**config.mk**
```make
export PLATFORM = sky130hd
export DESIGN_NAME = fpu_issue_sequencer
export DESIGN_NICKNAME = d
export VERILOG_FILES = /design/src/rtl/fpu_issue_sequencer.sv
export SDC_FILE = /design/constraint.sdc
export NUM_CORES = 1
export LEC_CHECK = 0
export BUFFER_PORTS_ARGS = -buffer_cell sky130_fd_sc_hd__buf_4
export CAP_MARGIN = 20
export CORE_ASPECT_RATIO = 1.4
export CORE_UTILIZATION = 47
export CTS_BUF_LIST = sky130_fd_sc_hd__clkbuf_8
export CTS_CLUSTER_DIAMETER = 60
export DETAILED_ROUTE_END_ITERATION = 16
export GPL_ROUTABILITY_DRIVEN = 0
export PLACE_DENSITY = 0.82
export SLEW_MARGIN = 0
export SYNTH_ARGS = -nofsm -noshare
export SYNTH_HDL_FRONTEND = slang
export SYNTH_SLANG_ARGS = --single-unit
```
**constraint.sdc**
```tcl
create_clock -name clk -period 2.6 [get_ports clk]
set_input_delay 0.52 -clock clk [delete_from_list [all_inputs] [get_ports clk]]
set_output_delay 0.52 -clock clk [all_outputs]
set_load 0.005 [all_outputs]
```
**src/rtl/fpu_issue_sequencer.sv**
```systemverilog
// Request-side sequencer for the FP ALU datapath: resolves rounding mode,
// screens NaN operands, issues to the datapath and returns the rounded result.
module fpu_issue_sequencer #(
    parameter int unsigned LATENCY         = 2,
    parameter logic [31:0] NAN_BYPASS_MASK = 32'h0000_000F,
    parameter logic [31:0] CANON_NAN       = 32'h7FC0_0000
) (
    input  logic        clk,
    input  logic        rst,
    input  logic        req_valid,
    output logic        req_ready,
    input  logic [4:0]  req_op,
    input  logic [31:0] req_rs1,
    input  logic [31:0] req_rs2,
    input  logic [31:0] req_conv,
    input  logic [2:0]  req_rm,
    input  logic [2:0]  frm,
    output logic [31:0] alu_rs1,
    output logic [31:0] alu_rs2,
    output logic [31:0] alu_conv,
    output logic [4:0]  alu_op,
    output logic [2:0]  alu_rm,
    output logic        alu_issue,
    input  logic [31:0] alu_result,
    output logic        rsp_valid,
    input  logic        rsp_ready,
    output logic [31:0] rsp_data,
    output logic [1:0]  rsp_flags
);

    typedef enum logic [1:0] {
        IDLE  = 2'd0,
        ISSUE = 2'd1,
        WAIT  = 2'd2,
        RESP  = 2'd3
    } state_t;

    localparam logic [3:0] LAT4 = 4'(LATENCY);

    state_t      r_state;
    state_t      w_next_state;
    logic [3:0]  r_cnt;
    logic [31:0] r_alu_rs1;
    logic [31:0] r_alu_rs2;
    logic [31:0] r_alu_conv;
    logic [4:0]  r_alu_op;
    logic [2:0]  r_alu_rm;
    logic [31:0] r_rsp_data;
    logic [1:0]  r_rsp_flags;

    logic        w_accept;
    logic [2:0]  w_eff_rm;
    logic        w_rm_illegal;
    logic        w_rs1_nan;
    logic        w_rs2_nan;
    logic        w_rs1_snan;
    logic        w_rs2_snan;
    logic        w_nan_bypass;
    logic        w_cnt_done;

    assign w_accept     = req_valid & req_ready;
    assign w_eff_rm     = (req_rm == 3'b111) ? frm : req_rm;
    // Modes 101, 110 and 111 have no defined rounding behaviour.
    assign w_rm_illegal = w_eff_rm[2] & (w_eff_rm[1] | w_eff_rm[0]);

    assign w_rs1_nan    = (&req_rs1[30:23]) & (|req_rs1[22:0]);
    assign w_rs2_nan    = (&req_rs2[30:23]) & (|req_rs2[22:0]);
    assign w_rs1_snan   = w_rs1_nan & ~req_rs1[22];
    assign w_rs2_snan   = w_rs2_nan & ~req_rs2[22];
    assign w_nan_bypass = NAN_BYPASS_MASK[req_op] & (w_rs1_nan | w_rs2_nan);

    assign w_cnt_done   = (r_cnt == LAT4);

    always_ff @(posedge clk) begin
        if (rst) begin
            r_state <= IDLE;
        end else begin
            r_state <= w_next_state;
        end
    end

    always_comb begin
        w_next_state = r_state;
        case (r_state)
            IDLE: begin
                if (w_accept) begin
                    w_next_state = (w_rm_illegal | w_nan_bypass) ? RESP : ISSUE;
                end
            end
            ISSUE: w_next_state = WAIT;
            WAIT: begin
                if (w_cnt_done) begin
                    w_next_state = RESP;
                end
            end
            RESP: begin
                if (rsp_ready) begin
                    w_next_state = IDLE;
                end
            end
            default: w_next_state = IDLE;
        endcase
    end

    // req_ready is masked by rst so nothing is accepted during the reset cycle.
    always_comb begin
        req_ready = (r_state == IDLE) & ~rst;
        alu_issue = (r_state == ISSUE);
        rsp_valid = (r_state == RESP);
    end

    always_ff @(posedge clk) begin
        if (rst) begin
            r_cnt       <= '0;
            r_alu_rs1   <= '0;
            r_alu_rs2   <= '0;
            r_alu_conv  <= '0;
            r_alu_op    <= '0;
            r_alu_rm    <= '0;
            r_rsp_data  <= '0;
            r_rsp_flags <= '0;
        end else begin
            case (r_state)
                IDLE: begin
                    if (w_accept) begin
                        // Illegal rounding mode outranks the NaN screen.
                        if (w_rm_illegal) begin
                            r_rsp_data  <= '0;
                            r_rsp_flags <= 2'b10;
                        end else if (w_nan_bypass) begin
                            r_rsp_data  <= CANON_NAN;
                            r_rsp_flags <= {1'b0, w_rs1_snan | w_rs2_snan};
                        end else begin
                            r_alu_rs1   <= req_rs1;
                            r_alu_rs2   <= req_rs2;
                            r_alu_conv  <= req_conv;
                            r_alu_op    <= req_op;
                            r_alu_rm    <= w_eff_rm;
                        end
                    end
                end
                ISSUE: begin
                    r_cnt <= 4'd1;
                end
                WAIT: begin
                    r_cnt <= r_cnt + 4'd1;
                    if (w_cnt_done) begin
                        r_rsp_data  <= alu_result;
                        r_rsp_flags <= 2'b00;
                    end
                end
                default: begin
                end
            endcase
        end
    end

    assign alu_rs1   = r_alu_rs1;
    assign alu_rs2   = r_alu_rs2;
    assign alu_conv  = r_alu_conv;
    assign alu_op    = r_alu_op;
    assign alu_rm    = r_alu_rm;
    assign rsp_data  = r_rsp_data;
    assign rsp_flags = r_rsp_flags;

endmodule

```
* Word-level counts from Yosys, hierarchy flattened
Memory sizes are Yosys's and may differ from the RTL's.
Cells that the tools add are included.
** Operators by class
- Add/subtract/negate cells :: 1
- Magnitude comparators :: 1
- Eq/ne operators :: 9
- Muxes and demuxes :: 18
- Bitwise logic cells :: 17
- Reduce and logical (&&, ||, !) cells :: 10
** Operators by type and width (number)
- $mux 32 :: 4
- $pmux 32 s2 :: 1
- $reduce_or 23->1 :: 2
- $mux 2 :: 8
- $reduce_and 8->1 :: 2
- $and 1x1->1 :: 8
- $pmux 2 s4 :: 1
- $pmux 4 s2 :: 1
- $reduce_and 4->1 :: 2
- $lt 5x6->1 const B :: 1
- $not 1->1 :: 5
- $add 4x1->4 const B :: 1
- $eq 2x2->1 const B :: 2
- $eq 4x2->1 const B :: 1
- $ne 2x2->1 const B :: 2
- $or 1x1->1 :: 4
- $pmux 2 s2 :: 1
- $reduce_bool 2->1 :: 2
- $eq 3x3->1 const B :: 1
- $mux 3 :: 1
- $ne 3x3->1 const B :: 1
- $reduce_and 3->1 :: 1
- $eq 2x1->1 const B :: 1
- $logic_not 2->1 :: 1
- 2 further kinds :: 2
** Word-level totals
- Flip-flop bits (word level) :: 144
- ROM bits :: 32
- Input port bits :: 143
- Output and inout bits :: 141
- Word-level logic and storage cells :: 66
- Memories kept :: 1
** Memories
- (name not given) :: words 32, bits a word 1, rd ports 1, clocked after Yosys merged registers in 0, write ports 0, RTL line 70 : assign w_nan_bypass = NAN_BYPASS_MASK[req_op] & (w_rs1_nan | w_rs2_nan);

* Depth between registers and ports, before layout
Gate-level depths: netlist of run 1.
- Depth in word-level cells :: 8
- Mapped depth :: 10
- Gate-level depth less buffers :: 8

* Worst setup path after synthesis of run 1
Ideal clock, no wire load.
- Path kind :: input-to-reg
- From :: in req_op[4]
- To :: reg r_rsp_data[2] (netlist: rsp_data[2])
- Setup time :: 132 ps
- Arrival :: 1895 ps
- Data required time :: 2468 ps
- Setup slack :: 573 ps
- Stages :: 8
- Path buffers :: 2
- Cells stage by stage :: or3_4 nor3_2 o21ai_4 a21bo_2 buf_4 buf_2 nand3_1 a21oi_1
** On the way
- Word-level cells in the longest chain between the ends :: 5
** Ends and longest elaborated chain
- start, declared :: RTL line 12 : input logic [4:0] req_op,
- $mem_v2 32x1
- $mux 1 (not written as such) :: RTL line 70
- $and 1x1->1 :: RTL line 70
- $ne 3x3->1 (no line)
- $reduce_and 4->1 (no line)
- end signal, assigned :: RTL line 148 : r_rsp_data <= alu_result;
- end, declared :: RTL line 48 : logic [31:0] r_rsp_data;
No other way between the ends. The select of a mux whose other input is x is not followed.
A chain may end at the register's enable or synchronous reset.

* Final worst setup path of run 1
- From :: reg r_state[1]
- To :: reg r_alu_conv[5] (netlist: alu_conv[5])
** On the way
- Word-level cells in the longest chain between the ends :: 4
** Ends and longest elaborated chain
- start, declared :: RTL line 40 : state_t r_state;
- start signal, assigned :: RTL line 78 : r_state <= w_next_state;
- $logic_not 2->1 (*) :: RTL line 107, 123
- $and 1x1->1 :: RTL line 107 : req_ready = (r_state == IDLE) & ~rst;
- $and 1x1->1 :: RTL line 61 : assign w_accept = req_valid & req_ready;
- $reduce_and 4->1 (no line) (*)
- end signal, assigned :: RTL line 136 : r_alu_conv <= req_conv;
- end, declared :: RTL line 45 : logic [31:0] r_alu_conv;
Every way passes the cells marked *; elsewhere a longest branch is shown, timed or not.

==> results.sh, run 1 <==
export IMPL_cts_sinks=144
export IMPL_dp_slack_ns=0.1538
export IMPL_start_util_pct=48.31
export IMPL_dr_pass1_iters=5
export IMPL_syn_area_um2=5710
export IMPL_crit_required_ns=2.87
export IMPL_multi_input_area_um2=2465
export IMPL_holdPathStages=3
export IMPL_core_um2=11820
export IMPL_overflow=0
export IMPL_synth_mux_area_share_pct=0.1753
export IMPL_yosys_warnings=0
export IMPL_path_max_fanout=64
export IMPL_nFillCells=996
export IMPL_cts_tree="built"
export IMPL_min_from="req_conv[22]"
export IMPL_area_growth_pct=46.08
export IMPL_arrival_ns=2.44
export IMPL_htree_levels=4
export IMPL_final_period_utilization_pct=83.31
export IMPL_io_pin_count=284
export IMPL_drive_above_1_share_pct=34.76
export IMPL_hold_buffers=0
export IMPL_fin_crit_ns=2.166
export IMPL_final_setup_skew_ns=0.01149
export IMPL_die_h_um=132.4
export IMPL_grt_setup_unrepaired="false"
export IMPL_status="completed"
export IMPL_end_kind="register"
export IMPL_finalMaxSlewViolations=0
export IMPL_ctsResizeCount=0
export IMPL_r2r_setup_slack_ns=0.43
export IMPL_design_die_area_um2=12600
export IMPL_syn_inst=704
export IMPL_worst_r2r_endpoint="alu_conv[5]"
export IMPL_hpwlAfterDp_um=12410
export IMPL_powerDensity_nw_per_um2=722.7
export IMPL_grt_max_degree=79
export IMPL_crit_start="r_state[1]"
export IMPL_setup_ws_ns=0.4339
export IMPL_vias=5981
export IMPL_track_usage_pct=27.51
export IMPL_tns_ns=0
export IMPL_grt_pass1_wl_um=26940
export IMPL_synth_compound_area_share_pct=19.68
export IMPL_drc=0
export IMPL_setup_viol=0
export IMPL_finalHoldViolCount=0
export IMPL_dr_first_iter_drc_count=214
export IMPL_holdPathEnd="alu_conv[22]"
export IMPL_portBuffers=283
export IMPL_ys_seq_elements=144
export IMPL_die_w_um=95.16
export IMPL_criticalPathCategory="register to register"
export IMPL_routedWlPerCell_um=15.39
export IMPL_synthSimpleGateAreaFrac_pct=21.71
export IMPL_cts_root_buf="clkbuf_8"
export IMPL_max_freq_ghz=0.4617
export IMPL_ff_latch_area_um2=2883
export IMPL_avgSynthCellArea_um2=8.111
export IMPL_ys_types=39
export IMPL_cts_buffers=17
export IMPL_clock_path_buffers=2
export IMPL_grt_pass1_vias=5552
export IMPL_max_cap_viol_count=0
export IMPL_synth_nets=853
export IMPL_drt_wl_total_um=17320
export IMPL_fin_util_pct=70.57
export IMPL_p_leak_nw=3.471
export IMPL_worstReg2RegStart="r_state[1]"
export IMPL_ys_seq_area_share_pct=50.48
export IMPL_antenna_found_initial=0
export IMPL_synth_xor_area_share_pct=0
export IMPL_ant_nets=0
export IMPL_yosys_area_share_adder_pct=1.315
export IMPL_post_cts_buffers=0
export IMPL_hp_class="primary input to register"
export IMPL_rows=47
export IMPL_antenna_cells=0
export IMPL_critPathLaunchType="register"
export IMPL_vias_per_cell=5.316
export IMPL_clock_latency_ns=0.43
export IMPL_path_clk_slew_ns=0.09
export IMPL_tightestPinTransition_ns=0.8243
export IMPL_reg2reg_depth=10
export IMPL_peakVddDrop_mv=0.4523
export IMPL_final_nets=1114
export IMPL_slew_headroom_pct=45.04
export IMPL_synth_top_family_by_area="simple AND/OR/NAND/NOR gates"
metrics by stage:
stage	instance area [um^2]	power (mW)	hold slack, ns	instances
global placement	7894	4.075	0.4422	1093
detailed placement	7894	4.101	0.4466	1093
global route	8342	6.345	0.2932	1125
finish	8342	6.029	0.3225	1125
floorplan	5710	3.376	0.4527	704
CTS	8342	6.094	0.2846	1125
synthesized netlist by cell type (all sizes together):
| cell | number | area, um^2 |
|---|---|---|
| a211oi | 1 | 7.510 |
| o221ai | 9 | 78.83 |
| a221oi | 1 | 8.760 |
| ha | 6 | 75.07 |
| and3 | 1 | 6.260 |
| o211ai | 25 | 187.7 |
| mux2i | 1 | 10.01 |
| nor4 | 10 | 62.56 |
| nor2b | 3 | 18.77 |
| a21boi | 1 | 18.77 |
| o21ai | 11 | 70.07 |
| buf | 30 | 247.7 |
| clkbuf | 27 | 101.4 |
| o2111ai | 1 | 8.760 |
| a21oi | 140 | 700.7 |
| nand4 | 6 | 37.54 |
| o21a | 1 | 7.510 |
| nand2 | 213 | 799.5 |
| nor3b | 1 | 7.510 |
| a41oi | 1 | 8.760 |
| nor2 | 13 | 48.80 |
| o31ai | 1 | 7.510 |
| nand3b | 1 | 7.510 |
| inv | 8 | 30.03 |
| nor3 | 6 | 35.03 |
| a21bo | 1 | 10.01 |
| or3 | 1 | 11.26 |
| a31o | 1 | 8.760 |
| dfxtp | 144 | 2883 |
| nand3 | 37 | 190.2 |
| nand4b | 1 | 8.760 |
| nand2b | 1 | 6.260 |
worst max-delay path, cell delays in order, from the launching register on:
cell     delay [ns]
dfxtp_1        0.34
inv_1          0.09
ha_1           0.15
nor2b_1        0.31
nand2_1        0.21
nor2b_1        0.20
buf_4          0.19
nand3_4        0.11
buf_12         0.22
nand2_1        0.10
a21oi_1        0.06
cell usage in the layout (no fill, tap or decap), drive strengths merged, types with 2 or more instances in the layout:
master / instances
clkinv: 2
inv: 15
o21ai: 11
nor4: 10
nor3: 6
ha: 6
clkbuf: 18
bufinv: 4
nand2: 213
nand3: 37
buf: 299
o211ai: 25
nor2: 13
nand4: 6
o221ai: 9
dfxtp: 144
a21oi: 140
nor2b: 3
sequential cells by signal, summed over array words and instances (netlist names):
name and cells:
rsp_flags 2, r_cnt 4, alu_op 5, alu_rm 3, alu_conv 32, r_state 2
alu_rs1 32, rsp_data 32, alu_rs2 32
metal layers:
layer / GRT usage, % / part of all wire [%] / vias up
li1: - / - / 2921
met5: 0 / 0 / -
met2: 45.91 / 50 / 280
met3: 11.38 / 9.9 / 38
met1: 29.57 / 37 / 2742
met4: 12.88 / 3.4 / 0
power breakdown:
group	internal (mW)	switching (mW)
Combinational	0.709	0.820
Clock	1.09	0.895
Sequential	2.40	0.110
Total	4.20	1.83
layout make-up:
class	instances	area share, %
inverter	8	0.3600
sequential	144	34.56
clock inverter	14	2.400
multi-input combinational	495	29.55
clock buffer	18	2.970
timing repair buffer	299	27.96
tap	147	2.205
worst max path at each step:
stage / to / depth (start not counted)
2_1_floorplan: rsp_data[2] / 8
3_3_place_gp: rsp_data[15] / 9
3_5_place_dp: rsp_data[0] / 9
4_1_cts: alu_rs2[1] / 10
5_1_grt: alu_rm[1] / 9
6_report: alu_conv[5] / 10
cell families after synthesis:
kind of cell | after synthesis
AND/OR/NAND/NOR | 294
AO/OA/AOI/OAI | 194
flip-flops | 144
buffers and inverters | 65
adder cells (fa/ha/maj) | 6
multiplexers | 1
No activity file was read; power rests on OpenSTA's default activity.
==> run 2, diff against run 1 <==
- ABC_AREA: not set -> 1
- CORE_UTILIZATION: 47 -> 44
- PLACE_DENSITY: 0.82 -> 0.79
- clock period: 2.6 -> 1.8 ns (I/O delays scaled with it)
==> run 2 against run 1 <==
  * Combinational power grew to 2.6 times the previous value
  * Sequential cell count stayed put
  * Sequential share of layout area is 2.6 points lower
  * Largest power group unchanged
  * Critical endpoint is now req_ready
  * Critical path type is now register to output port
  * Synthesized cell count is 18% higher
  * First-iteration DRC count is 50% higher
==> results.sh, run 2 <==
export IMPL_switching_share_pct=34.91
export IMPL_dr_first_iter_drc_count=320
export IMPL_min_from="req_conv[7]"
export IMPL_design_die_area_um2=14570
export IMPL_syn_inst=830
export IMPL_yosys_warnings=0
export IMPL_worst_r2r_endpoint="rsp_flags[0]"
export IMPL_crit_chain="inv_4, ha_4, inv_2, buf_6, nor2_1, buf_4"
export IMPL_avgSynthCellArea_um2=7.465
export IMPL_critPathLaunchType="register"
export IMPL_synth_most_common_cell="nand2_1"
export IMPL_cts_buffers=17
export IMPL_power_internal_mw=6.901
export IMPL_start_util_pct=45.64
export IMPL_area_growth_pct=45.84
export IMPL_seq_power_share_pct=39.1
export IMPL_drive_above_1_share_pct=33.18
export IMPL_cts_tree="built"
export IMPL_final_period_utilization_pct=95.73
export IMPL_ys_types=30
export IMPL_drc=0
export IMPL_synth_top_cell_area_share_pct=46.53
export IMPL_finalPower_mw=10.60
export IMPL_worstReg2RegStart="r_state[0]"
export IMPL_final_nets=1239
export IMPL_crit_required_ns=1.44
export IMPL_track_usage_pct=27.44
export IMPL_dp_cells=1253
export IMPL_p_sw_mw=3.701
export IMPL_ys_seq_elements=144
export IMPL_dpl_cell_area_um2=8633
export IMPL_syn_area_um2=6196
export IMPL_clock_path_buffers=2
export IMPL_mostFrequentLayoutCell="buf_4"
export IMPL_p_comb_share_pct=37.8
export IMPL_routedWlPerCell_um=15.68
export IMPL_cp_top_family="flip-flops"
export IMPL_finalHoldViolCount=0
export IMPL_hp_class="primary input to register"
export IMPL_io_pin_count=284
export IMPL_clock_latency_ns=0.44
export IMPL_hpwlAfterDp_um=13690
export IMPL_cts_root_buf="clkbuf_8"
export IMPL_path_max_fanout=4
export IMPL_final_cells=1285
export IMPL_finalMaxSlewViolations=0
export IMPL_holdPathEnd="alu_conv[7]"
export IMPL_die_h_um=142.4
export IMPL_end_kind="output port"
export IMPL_status="completed"
export IMPL_yosys_most_used_dff="dfxtp_1"
export IMPL_synth_nets=979
export IMPL_r2r_setup_slack_ns=0.15
export IMPL_tns_ns=0
export IMPL_design_area_um2=9036
export IMPL_clkPwrFrac_pct=23.1
export IMPL_drt_wl_total_um=20150
export IMPL_core_um2=13580
export IMPL_path_clk_slew_ns=0.09
export IMPL_ant_nets=0
export IMPL_holdPathStages=3
export IMPL_peakVddDrop_mv=0.7766
export IMPL_crit_buf_inv=4
export IMPL_cts_sinks=144
export IMPL_setup_viol=0
export IMPL_crit_start="r_state[0]"
export IMPL_overflow=0
export IMPL_criticalPathCategory="register to output port"
export IMPL_grt_max_degree=106
export IMPL_die_w_um=102.3
export IMPL_final_setup_skew_ns=0.01751
export IMPL_grt_setup_unrepaired="false"
export IMPL_dr_pass1_iters=5
export IMPL_rows=50
export IMPL_final_cell_mix="buf_4, nand2_1, dfxtp_1"
export IMPL_htree_levels=4
export IMPL_fin_crit_ns=1.723
export IMPL_p_leak_nw=3.935
export IMPL_vias_per_cell=5.325
export IMPL_ys_seq_area_share_pct=46.53
export IMPL_grt_pass1_wl_um=31320
export IMPL_tightestPinTransition_ns=0.5006
export IMPL_cp_slowest_cell="dfxtp_4"
export IMPL_vias=6842
export IMPL_grt_pass1_vias=6329
export IMPL_arrival_ns=1.36
export IMPL_powerDensity_nw_per_um2=1173
export IMPL_yosys_area_top_type="dfxtp_1"
export IMPL_antenna_cells=0
export IMPL_synth_area_leaders="dfxtp_1, nand2_1, a21oi_1, nand4_1, nor2_1"
export IMPL_critPathMaxStageDelay_ns=0.38
export IMPL_synth_common_cells="nand2_1, dfxtp_1, a21oi_1"
export IMPL_max_cap_viol_count=0
export IMPL_slew_headroom_pct=66.63
export IMPL_portBuffers=283
export IMPL_antenna_found_initial=0
export IMPL_max_freq_ghz=0.5803
export IMPL_synth_edff_count=0
export IMPL_synth_async_reset_ratio_pct=0
export IMPL_reg2reg_depth=9
==> run 2: logic make-up after synthesis <==
logic type                 after synthesis  synth area share (%)
buffers and inverters                  102                 7.330
DFF                                    144                 46.53
muxes                                    9                 1.454
adders and majority gates                6                 1.212
AOI/OAI and AO/OA                      151                 12.62
and+or+nand+nor                        418                 30.86
==> run 2: power groups by stage <==
stage	combinational [mW]	clock [mW]	sequential, mW
after floorplan	2.09	0	4.22
after global placement	3.86	0	4.19
after detailed placement	3.95	0	4.19
after CTS	3.99	2.51	4.13
after global routing	4.42	2.65	4.22
final	4.00	2.45	4.15
==> run 2: repair_timing <==
item	in CTS	in global routing
setup endpoints to repair	1	2
setup buffers	0	0
pin swaps	0	0
cloned	0	0
gates resized for setup	5	5
hold buffers	0	0
==> run 2: final cells by class <==
| type | count | area (um^2) |
|---|---|---|
| fill | 1166 | 4539 |
| tap | 182 | 227.7 |
| sequential | 144 | 2888 |
| inverter | 23 | 88.84 |
| multi-input combinational | 584 | 2897 |
| clock inverter | 14 | 131.4 |
| clock buffer | 18 | 247.7 |
| timing repair buffer | 320 | 2556 |
==> run 2: tightest hold or removal path, stage by stage <==
cell,delay (ns)
buf_4,0.11
nand4_1,0.07
a21oi_1,0.06
==> run 2: routing by layer <==
metal / global-route usage, % / vias up / part of all wire (%)
li1: - / 3362 / -
met1: 32.12 / 3176 / 39
met2: 45.50 / 262 / 50
met3: 8.595 / 42 / 8.2
met4: 12.03 / 0 / 3.2
met5: 0 / - / 0
==> run 2: how the worst max path moves through the flow <==
stage	endpoint	slack [ns]	cells after the start
after floorplan	rsp_data[11]	0.14	9
after global placement	rsp_flags[0]	-0.1	12
after detailed placement	rsp_data[9]	-0.11	12
after CTS	req_ready	0.0008	6
after global routing	req_ready	0.02	6
final	req_ready	0.08	6
==> run 2: metrics by stage <==
| step | util (%) | hold slack (ns) | setup slack (ns) |
|---|---|---|---|
| 2_1_floorplan | - | 0.4556 | 0.1431 |
| 3_3_place_gp | 63.59 | 0.4483 | -0.09832 |
| 3_5_place_dp | 63.59 | 0.4525 | -0.1150 |
| 4_1_cts | 66.50 | 0.1790 | 0.0007528 |
| 5_1_grt | 66.56 | 0.1811 | 0.01733 |
| 6_report | 66.56 | 0.2023 | 0.07679 |
